`config.mk`:
```
export PLATFORM = sky130hd
export DESIGN_NAME = rr_arb8
export DESIGN_NICKNAME = d
export VERILOG_FILES = /design/src/rtl/rr_arb8_pkg.sv /design/src/rtl/rr_arb8_or8way.sv /design/src/rtl/rr_arb8.sv
export SDC_FILE = /design/constraint.sdc
export NUM_CORES = 1
export LEC_CHECK = 0
export ABC_CLOCK_PERIOD_IN_PS = 3590
export CAP_MARGIN = 20
export CORE_MARGIN = 5
export CORE_UTILIZATION = 55
export DETAILED_ROUTE_END_ITERATION = 10
export GPL_ROUTABILITY_DRIVEN = 0
export PLACE_DENSITY = 0.88
export SYNTH_ARGS = -nofsm -noshare
export SYNTH_HDL_FRONTEND = slang
export SYNTH_SLANG_ARGS = --single-unit
```
`constraint.sdc`:
```
create_clock -name clk -period 3.59 [get_ports clk]
set_input_delay 0.718 -clock clk [delete_from_list [all_inputs] [get_ports clk]]
set_output_delay 0.718 -clock clk [all_outputs]
set_load 0.02 [all_outputs]
```
`src/rtl/rr_arb8_pkg.sv`:
```
// Shared constants, state encoding and the rotating-priority search for rr_arb8.
package rr_arb8_pkg;

  localparam int NREQ             = 8;
  localparam int IDX_W            = 3;
  localparam int HOLD_MAX_DEFAULT = 16;

  typedef enum logic {
    ST_IDLE  = 1'b0,
    ST_GRANT = 1'b1
  } state_e;

  // Returns {found, index} of the first set request at or after ptr, wrapping mod NREQ.
  // The loop walks offsets from farthest to nearest so the nearest hit is the last write.
  function automatic logic [IDX_W:0] rr_pick(input logic [NREQ-1:0] req,
                                             input logic [IDX_W-1:0] ptr);
    logic [IDX_W:0]   res;
    logic [IDX_W-1:0] idx;
    res = {1'b0, {IDX_W{1'b0}}};
    for (int k = NREQ - 1; k >= 0; k--) begin
      idx = ptr + IDX_W'(k);
      if (req[idx]) begin
        res = {1'b1, idx};
      end else begin
        res = res;
      end
    end
    return res;
  endfunction

endpackage

```
`src/rtl/rr_arb8_or8way.sv`:
```
// Eight-input OR gate used for any-request detection.
module or8way (
  input  logic a,
  input  logic b,
  input  logic c,
  input  logic d,
  input  logic e,
  input  logic f,
  input  logic g,
  input  logic h,
  output logic y
);

  assign y = a | b | c | d | e | f | g | h;

endmodule

```
`src/rtl/rr_arb8.sv`:
```
// 8-requester round-robin arbiter with grant hold, release handshake and timeout.
module rr_arb8
  import rr_arb8_pkg::*;
#(
  parameter int HOLD_MAX = HOLD_MAX_DEFAULT,
  parameter int CNT_W    = 8
) (
  input  logic             clk,
  input  logic             rst,
  input  logic [NREQ-1:0]  req,
  input  logic             done,
  output logic [NREQ-1:0]  gnt,
  output logic             gnt_valid,
  output logic [IDX_W-1:0] gnt_id,
  output logic             timeout
);

  state_e           state_q, state_d;
  logic [NREQ-1:0]  gnt_q, gnt_d;
  logic             gnt_valid_q, gnt_valid_d;
  logic [IDX_W-1:0] gnt_id_q, gnt_id_d;
  logic             timeout_q, timeout_d;
  logic [IDX_W-1:0] ptr_q, ptr_d;
  logic [CNT_W-1:0] hold_cnt_q, hold_cnt_d;

  logic             any_req_s;
  logic [IDX_W:0]   pick_s;
  logic             owner_req_s;
  logic             at_max_s;

  or8way u_or8way (
    .a (req[0]),
    .b (req[1]),
    .c (req[2]),
    .d (req[3]),
    .e (req[4]),
    .f (req[5]),
    .g (req[6]),
    .h (req[7]),
    .y (any_req_s)
  );

  assign pick_s      = rr_pick(req, ptr_q);
  assign owner_req_s = req[gnt_id_q];
  assign at_max_s    = (hold_cnt_q == CNT_W'(HOLD_MAX - 1));

  // Next-state logic: arbitrate in IDLE, hold or release the current owner in GRANT.
  always_comb begin
    state_d     = state_q;
    gnt_d       = gnt_q;
    gnt_id_d    = gnt_id_q;
    ptr_d       = ptr_q;
    hold_cnt_d  = hold_cnt_q;
    timeout_d   = 1'b0;
    case (state_q)
      ST_IDLE: begin
        if (any_req_s) begin
          gnt_d      = NREQ'(1) << pick_s[IDX_W-1:0];
          gnt_id_d   = pick_s[IDX_W-1:0];
          hold_cnt_d = {CNT_W{1'b0}};
          state_d    = ST_GRANT;
        end else begin
          gnt_d = {NREQ{1'b0}};
        end
      end
      ST_GRANT: begin
        if (done || !owner_req_s || at_max_s) begin
          gnt_d      = {NREQ{1'b0}};
          state_d    = ST_IDLE;
          ptr_d      = gnt_id_q + IDX_W'(1);
          hold_cnt_d = {CNT_W{1'b0}};
          // Only a pure hold-limit expiry counts as a forced revoke.
          timeout_d  = at_max_s & ~done & owner_req_s;
        end else begin
          hold_cnt_d = hold_cnt_q + CNT_W'(1);
        end
      end
      default: begin
        gnt_d      = {NREQ{1'b0}};
        state_d    = ST_IDLE;
        hold_cnt_d = {CNT_W{1'b0}};
      end
    endcase
    gnt_valid_d = (gnt_d != {NREQ{1'b0}});
  end

  // State and output registers with synchronous reset taking precedence over everything.
  always_ff @(posedge clk) begin
    if (rst) begin
      state_q     <= ST_IDLE;
      gnt_q       <= {NREQ{1'b0}};
      gnt_valid_q <= 1'b0;
      gnt_id_q    <= {IDX_W{1'b0}};
      timeout_q   <= 1'b0;
      ptr_q       <= {IDX_W{1'b0}};
      hold_cnt_q  <= {CNT_W{1'b0}};
    end else begin
      state_q     <= state_d;
      gnt_q       <= gnt_d;
      gnt_valid_q <= gnt_valid_d;
      gnt_id_q    <= gnt_id_d;
      timeout_q   <= timeout_d;
      ptr_q       <= ptr_d;
      hold_cnt_q  <= hold_cnt_d;
    end
  end

  assign gnt       = gnt_q;
  assign gnt_valid = gnt_valid_q;
  assign gnt_id    = gnt_id_q;
  assign timeout   = timeout_q;

endmodule

```
After elaboration in Yosys (flattened, before gate mapping). Cells that the tools add are included.

Bits of input ports: 11. Logic and storage cells: 82. Register bits after elaboration: 25. Output and inout bits: 13.

Reductions and logical operators: 7. Add/subtract/negate cells: 9. Shift-type cells: 1. Bitwise logic cells: 12. Equal/unequal tests: 2. Muxes and demuxes: 35. Order comparisons: 9.

Operator list (count): $lt 3x4->1 const B (9); $mux 8 (4); $pmux 8 s2 (2); $bmux 1 s3 (9); $mux 3 (8); $add 3x3->3 const B (4); $mux 1 (11); $add 8x1->8 const B (1); $eq 8x4->1 const B (1); $reduce_bool 8->1 (1); $shl 1x3->8 const A (1); $or 1x1->1 (7); $add 3x1->3 const B (2); $add 3x2->3 const B (2); $reduce_and 2->1 (2); $not 1->1 (3); $reduce_or 3->1 (1); $and 1x1->1 (2); $logic_or 1x1->1 (2); $ne 2x2->1 const B (1); $pmux 1 s2 (1); $logic_not 1->1 (1).

Depth between registers and ports, before layout.
Depth after elaboration: 15. Depth in mapped cells: 13.

By module. From an unflattened synthesis, not the netlist that was laid out.

Cell total of the unflattened synthesis: 217. Area, all modules: 1978.1 µm².

Modules (own cells, without submodules): rr_arb8 (cells each 214, seq. area each 500.5 µm², area each 1961.9 µm², instances 1); or8way (cells each 3, seq. area each 0.0 µm², area each 16.3 µm², instances 1).

Worst setup path after synthesis. No wires, ideal clock.

Path kind: reg2reg. Start: reg ptr_q[0]. End: reg gnt_q[0], in the netlist gnt[0]. Arrival: 2.910 ns. Path buffers: 4. Setup time: 0.117 ns. Data required time: 3.473 ns. Stages on the path, launching flop included: 13. Setup slack: 0.562 ns. Cell sequence: dfxtp_1 buf_6 clkinv_1 ha_1 buf_6 buf_12 mux4_2 mux2_4 nor3_1 a2111oi_1 o31a_1 buf_6 a32o_1.

Longest elaborated chain between the ends: 14. Elaborated cells on any way between the ends: 34. Those cells by class: add/sub: 7; shift: 1; mux: 26.

RTL lines: from (decl) (line rr_arb8.sv:23) `logic [IDX_W-1:0] ptr_q, ptr_d;`; from (signal assigned) (line rr_arb8.sv:95) `ptr_q <= {IDX_W{1'b0}};`; from (signal assigned) (line rr_arb8.sv:103) `ptr_q <= ptr_d;`; $add 3x3->3 (line rr_arb8_pkg.sv:21) `idx = ptr + IDX_W'(k);`; $bmux 1 s3 (line rr_arb8_pkg.sv:22) `if (req[idx]) begin`; $mux 1 (not written as such) (line rr_arb8_pkg.sv:22); $mux 3 (7 in series) (line rr_arb8_pkg.sv:22); $mux 3 * (line rr_arb8_pkg.sv:22); $shl 1x3->8 * (line rr_arb8.sv:58) `gnt_d = NREQ'(1) << pick_s[IDX_W-1:0];`; $mux 8 * (line rr_arb8.sv:57) `if (any_req_s) begin`; $pmux 8 s2 * (line rr_arb8.sv:55) `case (state_q)`; to (signal assigned) (line rr_arb8.sv:91) `gnt_q <= {NREQ{1'b0}};`; to (signal assigned) (line rr_arb8.sv:99) `gnt_q <= gnt_d;`; to (decl) (line rr_arb8.sv:19) `logic [NREQ-1:0] gnt_q, gnt_d;`.

Mark *: on every way between the ends. The rest lies on a longest branch, timed or not. The select of a mux whose other input is x is not followed. A chain may end at the register's enable or synchronous reset.

Worst setup path in the final report.
Start: reg ptr_q[1]. End: reg gnt_q[0], in the netlist gnt[0].

The elaborated chain is that of the path after synthesis.

==> results.txt <==
The logs give 1 for the total number of H-tree levels and 1,946 for the via total after detailed routing. Yosys printed 0 warnings. The final wirelength was 5140 um. The family with the most delay on the worst path was compound AO/OA/AOI/OAI gates.

For the worst setup path, the data arrival time is 3.45 ns. The die width is 74.0 um. The run gives 0 as the final setup violation count. Registers are responsible for 28.7% of the overall power.

The number of global-route vias before repair was 1,796. The flow ran to the end, and the final reports show no timing, DRC or antenna violations. For the number of buffers added for setup after CTS, the log shows 0. Setup repair after global routing left no endpoint under its margin. The logs give 1540 sq um for the area of combinational cells with multiple inputs and 3970 sq um for the placeable core region. In this run, synthesis inferred 0 flip-flops with an integrated enable. For the number of DRC violations after detailed routing, the log shows 0. The first detailed-routing pass ran for 4 iterations. After the flow finishes, the layout carries non-filler instances totaling 303.

After detailed placement, the design holds a cell count of 299. Net switching is 42.1% of the power. The logs give 0 for the initial antenna violation count and 309 MHz for the fmax. On the worst path, the slowest cell contributes a delay of 0.65 ns. The most common flop cell mapped by yosys was sky130_fd_sc_hd__dfxtp_1. At the end of the flow the core is filled with cells to 61.2%. The die covers 5470 sq um.

The logs give 500 sq um for the register area and 0 for the reported max-cap violation count. The cell area after technology mapping was 2250 sq um; the global-route usage over all layers was 19.3%. Clock transition at the registers of the reported paths: 0.09 ns. For the pin with the worst max-slew slack, the measured transition is 0.777 ns. The internal power of the cells totals 0.000706 W.

Entering global routing, the biggest net connects 20 pins. The tools report the switching power summed over all nets as 0.000514 W. The worst slew margin relative to its limit is 48.1%.

TritonCTS built the clock tree. The share of the yosys chip area belonging to registers came out at 22.2%. The class of the tightest hold or removal check is reg2reg. The tools report the combinational cell fraction of total power as 57.7%.

The slowest stage of the critical path is the sky130_fd_sc_hd__ha_1 cell. The run gives 0.400 mV as the maximum resistive drop on vdd. The netlist uses 54 different library cells. The final critical-path share of the clock period works out to 90.1%. Dividing the synthesized area by the synthesized cell count gives 9.35 sq um. In the final layout, the share of cells above drive strength 1 is 15.8%. For this block, the initial DRC count from the detailed router was 184. The die is 74.0 um tall. 24 I/O pins were placed. Of the total power, the clock network draws 13.7%. The synthesized design contains 25 register bits. The clock net sink count came out at 25.

The kind of end point of the critical path is a flop. Critical path start-end classification: reg2reg. The tools report the largest clock skew in the final design as 0.00907 ns. The initialized floorplan defines 23 standard-cell rows. Once the floorplan was initialized, standard cells occupied 56.7% of the core. Dividing the detail-routed via count by the number of cells gives 6.42. After detailed routing, the average wire length per cell comes to 16.9 um.

The layout-stage area growth over the synthesis result works out to 7.83%. The detail route stage leaves a number of antenna-violating nets equal to 0. Buffers inserted to repair hold after CTS numbered 0. The clock passes through at most 2 buffers. The final count of pins violating max slew came out at 0. The later pin in the worst-skew pair is clocked with a latency of 0.27 ns. At the worst endpoint, the required time is 3.81 ns.

The run gives 0.867 nW as the leakage power. For the number of nets in the synthesized netlist, the log shows 256. After filler insertion, the fill cell instance count of the layout stands at 330.

Once detailed placement completed, the half-perimeter wirelength came to 3860 um. For the number of nets in the final layout, the log shows 269. The first-pass GRT wire length is 8420 um, and the post-route setup TNS is 0 ns. The power per cell area is 502 nW/um^2, and the worst-path maximum fanout is 15. Summed over all layers, the global routing overflow is 0. The cell sitting at the root of the clock tree is a sky130_fd_sc_hd__clkbuf_8. Critical path startpoint category: a flop. The hold violation total from the final report came out at 0.

Walking the worst path, the cells encountered are inv_2 > ha_1 > mux2_2 > mux2i_1 > a221oi_2 > or2b_1 > a2111oi_1 > o31a_1 > a32o_1. Counting I/O delays and the setup requirement, the final critical path takes 3.23 ns. The number of clock buffers added by TritonCTS is 3. The total of buffers placed on input and output ports came out at 23. For this run, asynchronously set or reset flops after synthesis account for 0%.

The count of inserted antenna diode cells came out at 0. In this run, post-CTS repair resized a total of 0 instances. In the synthesized netlist, the number of instances is 241.

The number of buffers and inverters on the critical path was 1.
metrics by stage:
stage                     cell area [sq um]  hold slack, ns  setup WS, ns  power, W
after floorplan                        2250           0.480         0.562  0.000934
after global placement                 2380           0.470         0.281   0.00102
after detailed placement               2380           0.470         0.187   0.00105
after CTS                              2430           0.482         0.372   0.00121
after global routing                   2430           0.506         0.138   0.00129
final                                  2430           0.477         0.357   0.00122
final timing paths:
| path | from | depth (start not counted) | to | slack, ns |
|---|---|---|---|---|
| max | ptr_q[1] | 9 | gnt[0] | 0.36 |
| max reg2reg | ptr_q[1] | 9 | gnt[0] | 0.36 |
| min | gnt[6] | 2 | gnt[6] | 0.48 |
| min reg2reg | gnt[6] | 2 | gnt[6] | 0.48 |
worst min-delay path, stage by stage (launching register included):
cell and delay (ns):
sky130_fd_sc_hd__dfxtp_1 0.33, sky130_fd_sc_hd__nand2_1 0.05, sky130_fd_sc_hd__o31ai_1 0.05
metal layers:
| layer | routed length [um] | up-vias | GRT usage, % |
|---|---|---|---|
| li1 | - | 928 | - |
| met1 | 2050 | 919 | 25.1 |
| met2 | 2610 | 82 | 33.6 |
| met3 | 358 | 17 | 3.11 |
| met4 | 114 | 0 | 4.83 |
| met5 | 0 | - | 0 |
final cells by class:
type,instances,share of cell area [%]
Timing Repair Buffer,28,11.0
Inverter,4,0.618
Tap cell,50,2.58
Sequential cell,25,20.6
Clock inverter,1,0.206
Multi-Input combinational cell,192,63.3
Clock buffer,3,1.70
power by group through the flow:
stage	clock (W)	sequential, W	combinational, W
after floorplan	0	0.000365	0.000569
after global placement	0	0.000355	0.000669
after CTS	0.000169	0.000349	0.000695
final	0.000167	0.000350	0.000703
after global routing	0.000179	0.000354	0.000757
after detailed placement	0	0.000355	0.000691
layout by cell type, fill, tap and decap left out, drive strengths merged, types with 2 or more instances in the layout:
cell type / synthesis / final
o211ai: 2 / 2
clkbuf: 8 / 3
a32o: 4 / 4
nor3: 5 / 5
nand2: 17 / 17
clkdlybuf4s50: 0 / 23
a211o: 2 / 2
nand2b: 4 / 4
o31ai: 4 / 4
xnor2: 2 / 2
nor2: 29 / 29
nor2b: 5 / 5
nor3b: 2 / 2
a21oi: 14 / 14
dfxtp: 25 / 25
ha: 4 / 4
or2: 2 / 2
a22oi: 3 / 3
mux4: 13 / 13
a211oi: 7 / 7
clkinv: 1 / 2
and3: 3 / 3
inv: 3 / 3
nand3: 6 / 6
xor2: 5 / 5
or2b: 2 / 2
nor4: 5 / 5
o21ai: 9 / 9
a22o: 2 / 2
mux2i: 19 / 19
buf: 12 / 5
and2: 2 / 2
mux2: 7 / 7
nand4: 3 / 3
or3: 2 / 2
cell usage after synthesis (2+ instances only):
cell                       instances  area, sq um
sky130_fd_sc_hd__inv_1             2         7.51
sky130_fd_sc_hd__o31ai_2           2         25.0
sky130_fd_sc_hd__a32o_1            4         40.0
sky130_fd_sc_hd__buf_12            2         40.0
sky130_fd_sc_hd__nand2_1          17         63.8
sky130_fd_sc_hd__o21ai_0           6         30.0
sky130_fd_sc_hd__o21ai_1           3         15.0
sky130_fd_sc_hd__o211ai_1          2         15.0
sky130_fd_sc_hd__nand3_1           6         30.0
sky130_fd_sc_hd__mux2_2            6         67.6
sky130_fd_sc_hd__clkbuf_2          2         10.0
sky130_fd_sc_hd__or2b_1            2         15.0
sky130_fd_sc_hd__mux2i_1          19          190
sky130_fd_sc_hd__nand4_1           3         18.8
sky130_fd_sc_hd__nor2b_1           5         31.3
sky130_fd_sc_hd__and2_1            2         12.5
sky130_fd_sc_hd__nand2b_1          4         25.0
sky130_fd_sc_hd__dfxtp_1          25          500
sky130_fd_sc_hd__a22o_1            2         17.5
sky130_fd_sc_hd__or3_1             2         12.5
sky130_fd_sc_hd__nor4_1            5         31.3
sky130_fd_sc_hd__a211o_1           2         17.5
sky130_fd_sc_hd__and3_1            3         18.8
sky130_fd_sc_hd__a22oi_1           3         22.5
sky130_fd_sc_hd__clkbuf_8          3         41.3
sky130_fd_sc_hd__mux4_2           13          293
sky130_fd_sc_hd__xor2_1            4         35.0
sky130_fd_sc_hd__a211oi_1          6         45.0
sky130_fd_sc_hd__nor3_1            5         25.0
sky130_fd_sc_hd__buf_6             6         67.6
sky130_fd_sc_hd__ha_1              4         50.1
sky130_fd_sc_hd__clkbuf_1          3         11.3
sky130_fd_sc_hd__nor3b_1           2         15.0
sky130_fd_sc_hd__buf_4             4         30.0
sky130_fd_sc_hd__nor2_1           29          109
sky130_fd_sc_hd__a21oi_1          14         70.1
sky130_fd_sc_hd__o31ai_1           2         15.0
logic make-up (layout without fill, tap and decap cells):
family,Yosys count,count (layout),synth area share (%)
mux,39,39,25.1
compound gates,55,55,18.2
fa+ha+maj,4,4,2.22
buf+inv,24,36,9.56
flops,25,25,22.2
simple gates,87,87,18.8
xor+xnor,7,7,3.89
sequential cells by signal, indices dropped and copies added, names as in the netlist:
signal,cells
hold_cnt_q,8
state_q,1
gnt,8
gnt_id,3
gnt_valid,1
ptr_q,3
timeout,1
(Power assumes the default switching activity.)
